### src/rtl/cpu_pkg.sv
// Shared definitions for the 8-bit CPU issue path: opcodes, instruction
// field positions and the sequencer state encoding.
package cpu_pkg;

  localparam int DW = 8;

  localparam logic [3:0] OP_ADD = 4'h0;
  localparam logic [3:0] OP_SUB = 4'h1;
  localparam logic [3:0] OP_MUL = 4'h2;
  localparam logic [3:0] OP_DIV = 4'h3;
  localparam logic [3:0] OP_AND = 4'h4;
  localparam logic [3:0] OP_OR  = 4'h5;
  localparam logic [3:0] OP_XOR = 4'h6;
  localparam logic [3:0] OP_LDI = 4'h8;

  localparam int OPC_MSB  = 15;
  localparam int OPC_LSB  = 12;
  localparam int DST_MSB  = 11;
  localparam int DST_LSB  = 10;
  localparam int SRC1_MSB = 9;
  localparam int SRC1_LSB = 8;
  localparam int SRC2_MSB = 7;
  localparam int SRC2_LSB = 6;
  localparam int IMM_MSB  = 7;
  localparam int IMM_LSB  = 0;

  typedef enum logic [1:0] {
    IDLE,
    EXEC,
    RETIRE
  } state_e;

  // Codes 0..6 drive the ALU directly; 0111 is the one hole in the low half.
  function automatic logic is_alu_op(input logic [3:0] op);
    return (op[3] == 1'b0) && (op[2:0] != 3'b111);
  endfunction

endpackage

### src/rtl/regfile4x8.sv
// Small register file: two source read ports, one debug read port and a
// single synchronous write port, cleared by the asynchronous reset.
module regfile4x8 #(
  parameter int NREGS = 4,
  parameter int DW    = 8
) (
  input  logic                     clk,
  input  logic                     rst,
  input  logic [$clog2(NREGS)-1:0] raddr1_i,
  input  logic [$clog2(NREGS)-1:0] raddr2_i,
  input  logic [$clog2(NREGS)-1:0] raddr3_i,
  input  logic                     we_i,
  input  logic [$clog2(NREGS)-1:0] waddr_i,
  input  logic [DW-1:0]            wdata_i,
  output logic [DW-1:0]            rdata1_o,
  output logic [DW-1:0]            rdata2_o,
  output logic [DW-1:0]            rdata3_o
);

  logic [DW-1:0] mem_q [NREGS];

  always_ff @(posedge clk or posedge rst) begin
    if (rst) begin
      for (int i = 0; i < NREGS; i++) begin
        mem_q[i] <= '0;
      end
    end else if (we_i) begin
      mem_q[waddr_i] <= wdata_i;
    end
  end

  assign rdata1_o = mem_q[raddr1_i];
  assign rdata2_o = mem_q[raddr2_i];
  assign rdata3_o = mem_q[raddr3_i];

endmodule

### src/rtl/alu_sequencer.sv
// Issue-side controller for the external combinational ALU: accepts one
// instruction, presents registered operands, then writes back and retires.
module alu_sequencer
  import cpu_pkg::*;
#(
  parameter int NREGS = 4,
  parameter int DW    = cpu_pkg::DW
) (
  input  logic          clk,
  input  logic          rst,
  input  logic          instr_valid,
  output logic          instr_ready,
  input  logic [15:0]   instr,
  output logic [DW-1:0] alu_operand1,
  output logic [DW-1:0] alu_operand2,
  output logic [2:0]    alu_operation,
  input  logic [DW-1:0] alu_result,
  input  logic          alu_carry,
  output logic          done,
  output logic          error,
  output logic          carry_flag,
  output logic          zero_flag,
  input  logic [1:0]    rd_sel,
  output logic [DW-1:0] rd_data
);

  state_e        state_q, state_d;
  logic [3:0]    opcode_q, opcode_d;
  logic [1:0]    dst_q, dst_d;
  logic [DW-1:0] imm_q, imm_d;
  logic [DW-1:0] op1_q, op1_d;
  logic [DW-1:0] op2_q, op2_d;
  logic [2:0]    opn_q, opn_d;
  logic          carry_q, carry_d;
  logic          zero_q, zero_d;
  logic          done_q, done_d;
  logic          error_q, error_d;

  logic          we;
  logic [DW-1:0] wdata;
  logic [DW-1:0] src1_data, src2_data;

  regfile4x8 #(
    .NREGS (NREGS),
    .DW    (DW)
  ) u_regfile (
    .clk      (clk),
    .rst      (rst),
    .raddr1_i (instr[SRC1_MSB:SRC1_LSB]),
    .raddr2_i (instr[SRC2_MSB:SRC2_LSB]),
    .raddr3_i (rd_sel),
    .we_i     (we),
    .waddr_i  (dst_q),
    .wdata_i  (wdata),
    .rdata1_o (src1_data),
    .rdata2_o (src2_data),
    .rdata3_o (rd_data)
  );

  always_ff @(posedge clk or posedge rst) begin
    if (rst) begin
      state_q  <= IDLE;
      opcode_q <= '0;
      dst_q    <= '0;
      imm_q    <= '0;
      op1_q    <= '0;
      op2_q    <= '0;
      opn_q    <= '0;
      carry_q  <= 1'b0;
      zero_q   <= 1'b0;
      done_q   <= 1'b0;
      error_q  <= 1'b0;
    end else begin
      state_q  <= state_d;
      opcode_q <= opcode_d;
      dst_q    <= dst_d;
      imm_q    <= imm_d;
      op1_q    <= op1_d;
      op2_q    <= op2_d;
      opn_q    <= opn_d;
      carry_q  <= carry_d;
      zero_q   <= zero_d;
      done_q   <= done_d;
      error_q  <= error_d;
    end
  end

  always_comb begin
    state_d  = state_q;
    opcode_d = opcode_q;
    dst_d    = dst_q;
    imm_d    = imm_q;
    op1_d    = op1_q;
    op2_d    = op2_q;
    opn_d    = opn_q;
    carry_d  = carry_q;
    zero_d   = zero_q;
    done_d   = 1'b0;
    error_d  = 1'b0;
    we       = 1'b0;
    wdata    = alu_result;

    case (state_q)
      IDLE: begin
        if (instr_valid) begin
          opcode_d = instr[OPC_MSB:OPC_LSB];
          dst_d    = instr[DST_MSB:DST_LSB];
          imm_d    = instr[IMM_MSB:IMM_LSB];
          op1_d    = src1_data;
          op2_d    = src2_data;
          opn_d    = instr[OPC_LSB+2:OPC_LSB];
          state_d  = EXEC;
        end
      end
      EXEC: begin
        state_d = RETIRE;
        // Divide-by-zero is judged on the latched operand the ALU actually sees.
        if (opcode_q == OP_LDI) begin
          we     = 1'b1;
          wdata  = imm_q;
          done_d = 1'b1;
        end else if (is_alu_op(opcode_q) && !((opcode_q == OP_DIV) && (op2_q == '0))) begin
          we      = 1'b1;
          done_d  = 1'b1;
          zero_d  = (alu_result == '0);
          carry_d = (opcode_q == OP_ADD) ? alu_carry : 1'b0;
        end else begin
          error_d = 1'b1;
        end
      end
      RETIRE: begin
        state_d = IDLE;
      end
      default: begin
        state_d = IDLE;
      end
    endcase
  end

  assign instr_ready   = (state_q == IDLE);
  assign alu_operand1  = op1_q;
  assign alu_operand2  = op2_q;
  assign alu_operation = opn_q;
  assign done          = done_q;
  assign error         = error_q;
  assign carry_flag    = carry_q;
  assign zero_flag     = zero_q;

endmodule

### config.mk
export PLATFORM = sky130hd
export DESIGN_NAME = alu_sequencer
export DESIGN_NICKNAME = d
export VERILOG_FILES = /design/src/rtl/cpu_pkg.sv /design/src/rtl/regfile4x8.sv /design/src/rtl/alu_sequencer.sv
export SDC_FILE = /design/constraint.sdc
export NUM_CORES = 1
export LEC_CHECK = 0
export BUFFER_PORTS_ARGS = -buffer_cell sky130_fd_sc_hd__buf_4
export CELL_PAD_IN_SITES_DETAIL_PLACEMENT = 0
export CELL_PAD_IN_SITES_GLOBAL_PLACEMENT = 1
export CORE_MARGIN = 5
export CORE_UTILIZATION = 48
export CTS_BUF_LIST = sky130_fd_sc_hd__clkbuf_8
export CTS_CLUSTER_SIZE = 20
export DETAILED_ROUTE_END_ITERATION = 8
export HOLD_SLACK_MARGIN = 0.08
export PLACE_DENSITY = 0.83
export SLEW_MARGIN = 20
export SYNTH_ARGS = -nofsm -noshare
export SYNTH_HDL_FRONTEND = slang
export SYNTH_SLANG_ARGS = --single-unit
### constraint.sdc
create_clock -name clk -period 2.6 [get_ports clk]
set_clock_uncertainty 0.15 [all_clocks]
set_input_delay 0.26 -clock clk [delete_from_list [all_inputs] [get_ports clk]]
set_output_delay 0.26 -clock clk [all_outputs]
set_load 0.03 [all_outputs]
==> summary.txt, run 1 <==
Synthesis
  • Xor-xnor portion of the synthesized cell area: 0%
  • Most numerous cell in the Yosys netlist: sky130_fd_sc_hd__dfrtp_1
  • Mux share of post-synthesis cell area: 39.89%
  • Leading post-synthesis cells by cell area: sky130_fd_sc_hd__dfrtp_1 50%, sky130_fd_sc_hd__mux2_2 22%, sky130_fd_sc_hd__mux4_2 16%, sky130_fd_sc_hd__a21oi_4 1.4%, sky130_fd_sc_hd__mux2_4 0.88%
  • Library cell occupying the most area in the post-synthesis netlist: sky130_fd_sc_hd__dfrtp_1
  • Synthesized area per cell: 16.13 um^2
  • Main flop type after synthesis: sky130_fd_sc_hd__dfrtp_1
  • Synth top cells by count: 68 x sky130_fd_sc_hd__dfrtp_1, 67 x sky130_fd_sc_hd__mux2_2, 24 x sky130_fd_sc_hd__mux4_2
  • Number of distinct standard cells referenced by the synthesized netlist: 32
  • Cells after synthesis: 211
  • Number of enable flip-flop cells after synthesis: 0
  • Number of warnings printed during yosys synthesis: 0
  • Netlist area before placement: 0.003403 mm^2
  • Area share of the largest cell type after synthesis: 50.00%
  • Sequential element share of the synthesized area: 50.00%
  • Synthesis-stage register bit count: 68
  • Arithmetic-cell share of the synthesized area counting full adders, half adders and majority gates: 0%
  • Complex-gate fraction of the synthesized area: 3.419%
  • Main combinational cell family by area after synthesis: multiplexers
  • Net count after synthesis: 241
  • Fraction of the mapped netlist area in simple logic gates: 4.191%
  • Async set-reset flop share out of synthesis: 100.0%

Detailed routing
  • Detailed Route Iter0 Violations: 85
  • Per-cell routed wire length: 18.68 um
  • Number of iterations in the first detailed-routing pass: 4
  • Uppermost signal routing layer after detailed routing: met4
  • Routed Antenna Nets: 0
  • Via count: 2129
  • Total length of routed met2 wires: 3.789 mm
  • Via count normalized by instance count: 5.487
  • Routed wl met3: 364 um
  • DRC viols: 0
  • Routed Wire Length: 7.247 mm
  • Routed length on met1: 2.967 mm

Worst setup path
  • Crit start category: primary input
  • Category of the critical setup timing path: primary input to flip-flop
  • Critical-path cell list: dlygate4sd3_1 -> buf_4 -> nor4_1 -> dlygate4sd3_1 -> nand2_1 -> dlygate4sd3_1 -> mux2i_1
  • CP endpoint kind: flip-flop
  • Crit Path Max Fanout: 2
  • Highest-delay cell along the critical path: sky130_fd_sc_hd__dlygate4sd3_1
  • Number of buffers and inverters on the critical path: 4
  • Cell class contributing the biggest share of worst-path delay: buffers and inverters
  • Worst path arrival time: 2.39 ns
  • Most used cell, CP: sky130_fd_sc_hd__dlygate4sd3_1
  • Req. time, crit path: 2.72 ns
  • Peak per-stage delay on the critical path: 0.58 ns

Power
  • Standby leakage power: 1.847 nW
  • Max rail drop VDD: 0.0006433 V
  • Power density cells: 1071 mW/mm^2
  • Final Power: 4.589 mW

Floorplanning
  • Io pins: 62
  • Die boundary height: 94.20 um
  • Area enclosed by the die boundary: 0.008874 mm^2
  • Row cnt: 30
  • Effective utilization at floorplan: 49.82%
  • Floorplan core area: 0.006832 mm^2
  • Die Wd: 94.20 um

Timing
  • Maximum operating frequency: 0.4390 GHz
  • Number of setup violations in the final report: 0
  • Final-layout worst hold slack: 0.1467 ns
  • Setup repair after global routing missed its margin: no
  • Final worst setup slack: 0.3220 ns
  • Relative max-transition margin: 59.42%
  • Final Hold Violating Endpoints: 0
  • Fin. max-slew vios: 0
  • Worst Tran Pin Value: 0.6078 ns
  • Share of the cycle needed by the critical path after routing: 87.61%
  • Tmin final: 2.278 ns
  • Setup total negative slack: 0 ns

Flow run
  • Number of max-cap violations: 0

CTS
  • Clock tree from TritonCTS: built
  • H-tree depth reported by CTS: 3
  • Post-cts gate resize count: 0
  • Clock buffer count from CTS: 9
  • Clock-pin slew reported for the worst setup and hold paths after clock tree synthesis: 0.07 ns
  • Root Buffer: sky130_fd_sc_hd__clkbuf_8
  • Number of sinks driven by the clock tree: 68
  • Count of hold-fix buffers inserted at cts: 16
  • Clock latency of the later-clocked register in the worst-skew pair: 0.34 ns
  • Maximum number of buffers from clock root to sink: 2
  • Buffer count from post-CTS setup fixing: 0

Global routing
  • Global-route wire length before repair: 12.03 mm
  • Total Routing Usage GR: 18.14%
  • Total congestion overflow: 0
  • Pin count of the biggest net entering global routing: 32
  • Initial antenna violation count: 0
  • Vias in the first global route: 2332

Layout
  • Fillcell total: 532
  • Post-route non-filler standard cell count: 388
  • Area grow syn2layout: 25.96%
  • Total inserted antenna cells: 0
  • Ratio of cells with drive above 1 in the final layout: 62.33%
  • Core Util, Final: 62.75%
  • Final Net Count: 317
  • Total non-filler cell area in the finished layout: 0.004287 mm^2

Worst hold path
  • Min-Delay Path Class: primary input to flip-flop

Place
  • GP Congestion: 0.7804
  • Total placed cells including tap cells: 356
  • Post-place instance area: 0.003926 mm^2
  • HPWL after detailed placement: 5.199 mm
  • IO buf count: 61
  • Dpl ws: 0.3493 ns

Run status
  • Status: finished clean
## worst reg2reg max path, stage by stage (launching register included)
cell and delay [ns]:
sky130_fd_sc_hd__dfrtp_1 0.42, sky130_fd_sc_hd__nor2b_1 0.33, sky130_fd_sc_hd__o21ai_2 0.25, sky130_fd_sc_hd__a211oi_4 0.55, sky130_fd_sc_hd__mux2_2 0.40
## placed cells by master (no fill, tap or decap), types with 2 or more instances in the layout
cell type,count
sky130_fd_sc_hd__a21oi_1,2
sky130_fd_sc_hd__a21oi_4,3
sky130_fd_sc_hd__buf_4,64
sky130_fd_sc_hd__clkbuf_8,14
sky130_fd_sc_hd__dfrtp_1,68
sky130_fd_sc_hd__dlygate4sd3_1,16
sky130_fd_sc_hd__inv_1,3
sky130_fd_sc_hd__mux2_1,2
sky130_fd_sc_hd__mux2_2,67
sky130_fd_sc_hd__mux2_4,2
sky130_fd_sc_hd__mux4_2,24
sky130_fd_sc_hd__nand2_1,5
sky130_fd_sc_hd__nand2b_1,2
sky130_fd_sc_hd__nor4_1,2
sky130_fd_sc_hd__or4_4,2
## where the power goes
part / internal, mW / switching (mW) / total (mW)
Combinational: 1.02 / 0.863 / 1.88
Sequential: 1.50 / 0.374 / 1.87
Clock: 0.470 / 0.369 / 0.840
## layout make-up
type / count / area, um^2 / area share (%)
Clock buffer: 14 / 192.7 / 4.495
Clock inverter: 2 / 7.507 / 0.1751
Inverter: 2 / 7.507 / 0.1751
Multi-Input combinational cell: 126 / 1617 / 37.71
Sequential cell: 68 / 1702 / 39.70
Tap cell: 96 / 120.1 / 2.802
Timing Repair Buffer: 80 / 640.6 / 14.94
## logic make-up after synthesis
family,count (synthesis)
muxes,96
DFF,68
and+or+nand+nor,20
buffers and inverters,17
AOI/OAI and AO/OA,10
## path summary, 6_finish.rpt
| path | start | to | slack, ns | cells after the start |
|---|---|---|---|---|
| min in group asynchronous | rst | u_regfile.mem_q[23] | 0.39 | 3 |
| worst max register to register | state_q[1] | u_regfile.mem_q[28] | 0.39 | 4 |
| worst min register to register | alu_operand1[4] | alu_operand1[4] | 0.36 | 1 |
| worst min-delay path | instr[7] | imm_q[7] | 0.15 | 2 |
| worst max-delay path | alu_result[7] | zero_flag | 0.32 | 7 |
| max in group asynchronous | rst | alu_operand1[6] | 1.19 | 4 |
## metal layers
layer,up-vias,GRT usage [%]
li1,953,-
met1,1111,22.55
met2,52,30.97
met3,13,4.647
met4,0,5.656
met5,-,0
## sequential cells by signal (all words and copies together) (netlist names), 2 cells and up
name	cells
state_q	2
alu_operand2	8
u_regfile.mem_q	32
opcode_q	4
dst_q	2
imm_q	8
alu_operand1	8
No activity file was read; power rests on OpenSTA's default activity.
==> inputs of run 2 (changes only) <==
Settings changed: CORE_MARGIN 5 to 10.
==> summary.txt, run 2 (synthesis gave the netlist of run 1 again) <==
Power
  • Power density cells: 1083 mW/mm^2 (+1.1%)
  • Proportion of power drawn by combinational gates: 40.6% (-0.3 points)
  • Switching share of power: 35.47% (+0.46 points)
  • Switching power of the nets: 1.649 mW (+2.6%)
  • Max rail drop VDD: 0.0006341 V (-1.4%)
  • Share of total power in the clock network: 19.0% (+0.7 points)
  • Standby leakage power: 1.842 nW (-0.27%)
  • Power Internal: 3.000 mW (+0.60%)
  • Part of the power in registers: 40.3% (-0.5 points)
  • Final Power: 4.649 mW (+1.3%)

Timing
  • Final Hold Violating Endpoints: 0 (unchanged)
  • Tmin final: 2.384 ns (+0.1058 ns)
  • Fin. max-slew vios: 0 (unchanged)
  • Setup repair after global routing missed its margin: no
  • Relative max-transition margin: 61.18% (+1.8 points)
  • Worst Tran Pin Value: 0.5814 ns (-0.02633 ns)
  • Final worst setup slack: 0.2163 ns (-0.1058 ns)
  • Share of the cycle needed by the critical path after routing: 91.68% (+4.1 points)
  • Setup total negative slack: 0 ns (unchanged)
  • Maximum operating frequency: 0.4195 GHz (-4.4%)
  • Number of setup violations in the final report: 0 (unchanged)

Worst hold path
  • Min-Delay Path Class: primary input to flip-flop

Detailed routing
  • Routed Wire Length: 7.626 mm (+5.2%)
  • DRC viols: 0 (unchanged)
  • Routed Antenna Nets: 0 (unchanged)
  • Via count normalized by instance count: 5.530 (+0.78%)
  • Via count: 2140 (+0.52%)
  • Per-cell routed wire length: 19.71 um (+5.5%)
  • Number of iterations in the first detailed-routing pass: 4 (unchanged)
  • Detailed Route Iter0 Violations: 103 (+21%)

CTS
  • Post-cts gate resize count: 0 (unchanged)
  • Number of sinks driven by the clock tree: 68 (unchanged)
  • H-tree depth reported by CTS: 3 (unchanged)
  • Root Buffer: sky130_fd_sc_hd__clkbuf_8
  • Clock buffer count from CTS: 9 (unchanged)
  • Count of hold-fix buffers inserted at cts: 16 (unchanged)
  • Clock-pin slew reported for the worst setup and hold paths after clock tree synthesis: 0.07 ns (about the same)
  • Buffer count from post-CTS setup fixing: 0 (unchanged)
  • Clock latency of the later-clocked register in the worst-skew pair: 0.35 ns (about the same)
  • Maximum number of buffers from clock root to sink: 2 (unchanged)
  • Clock tree from TritonCTS: built

Place
  • Dpl ws: 0.3950 ns (+0.04570 ns)
  • HPWL after detailed placement: 5.412 mm (+4.1%)
  • IO buf count: 61 (unchanged)
  • GP Congestion: 0.8034 (+2.9%)

Global routing
  • Initial antenna violation count: 0 (unchanged)
  • Met2 layer usage reported by global route: 24.19% (-6.8 points)
  • M3 GR Usage: 3.594% (-1.1 points)
  • Total congestion overflow: 0 (unchanged)
  • Grt met1 use: 17.61% (-4.9 points)
  • Vias in the first global route: 2282 (-2.1%)
  • Pin count of the biggest net entering global routing: 43 (+34%)
  • Layer carrying the most global-route usage: met2
  • Global-route wire length before repair: 12.47 mm (+3.7%)
  • Total Routing Usage GR: 14.59% (-3.6 points)

Layout
  • Leading cell types in the layout, fill and taps excluded: 68 x sky130_fd_sc_hd__dfrtp_1, 67 x sky130_fd_sc_hd__mux2_2, 62 x sky130_fd_sc_hd__buf_4, 24 x sky130_fd_sc_hd__mux4_2, 16 x sky130_fd_sc_hd__dlygate4sd3_1
  • Ratio of cells with drive above 1 in the final layout: 62.54% (+0.21 points)
  • Largest register by flop count: u_regfile.mem_q
  • Total inserted antenna cells: 0 (unchanged)
  • Area grow syn2layout: 26.18%
  • Fillcell total: 547 (+2.8%)
  • Most frequent standard cell in the layout excluding fill and tap cells: sky130_fd_sc_hd__dfrtp_1
  • Number of flip-flops under the largest register name: 32 (unchanged)
  • Final Net Count: 316 (-0.32%)

Floorplanning
  • Die Wd: 104.2 um (+11%)
  • Io pins: 62 (unchanged)
  • Floorplan core area: 0.006832 mm^2 (unchanged)
  • Die boundary height: 104.2 um (+11%)
  • Row cnt: 30 (unchanged)
  • Area enclosed by the die boundary: 0.01086 mm^2 (+22%)
  • Effective utilization at floorplan: 49.82% (unchanged)

Worst setup path
  • CP endpoint kind: flip-flop
  • Req. time, crit path: 2.71 ns (about the same)
  • Critical-path cell list: dlygate4sd3_1 -> buf_4 -> nor4_1 -> dlygate4sd3_1 -> nand2_1 -> dlygate4sd3_1 -> mux2i_1
  • Crit Path Max Fanout: 2 (unchanged)
  • Crit start category: primary input
  • Number of buffers and inverters on the critical path: 4 (unchanged)
  • Most used cell, CP: sky130_fd_sc_hd__dlygate4sd3_1
  • Peak per-stage delay on the critical path: 0.61 ns (+0.03 ns)
  • Highest-delay cell along the critical path: sky130_fd_sc_hd__dlygate4sd3_1
  • Category of the critical setup timing path: primary input to flip-flop
  • Worst path arrival time: 2.50 ns (+0.11 ns)
  • Cell class contributing the biggest share of worst-path delay: buffers and inverters

Run status
  • Status: finished clean

Flow run
  • Number of max-cap violations: 0 (unchanged)
run 2: cell type report:
class	instances	area, um^2	area share, %
clock buffers	11	151.4	3.526
clock inverters	5	51.30	1.195
inverters	2	7.507	0.1748
multi-input cells	126	1617	37.65
flip-flops and latches	68	1702	39.63
well taps	96	120.1	2.797
repair buffers	79	645.6	15.03
run 2: layer usage:
metal	vias to the layer above	wire [um]
met3	10	300
met1	1125	3306
met5	-	0
met4	0	133
li1	953	-
met2	52	3884
run 2: final timing paths:
check                              startpoint             endpoint  slack (ns)  cells past startpoint
worst max-delay path            alu_result[7]            zero_flag        0.22                      7
worst min-delay path                 instr[7]             imm_q[7]        0.14                      2
worst max register to register     state_q[1]  u_regfile.mem_q[28]        0.40                      4
worst min register to register       imm_q[7]             imm_q[7]        0.36                      1
max in group asynchronous                 rst   u_regfile.mem_q[9]        1.29                      4
min in group asynchronous                 rst      alu_operand1[7]        0.38                      3
run 2: power by group through the flow:
stage	Combinational (mW)	Sequential, mW	Clock, mW
global placement	1.87	1.87	0
finish	1.89	1.87	0.885
CTS	1.92	1.87	0.911
detailed placement	1.90	1.89	0
floorplan	1.15	2.03	0
global route	2.01	1.94	0.960
run 2: stage by stage:
step	hold slack, ns	instance area, um^2	cells	util, %
after floorplan	0.2616	3403	211	-
after global placement	0.2199	3931	355	57.55
after detailed placement	0.2244	3931	355	57.55
after CTS	0.1302	4294	387	62.86
after global routing	0.1398	4294	387	62.86
final	0.1437	4294	387	62.86
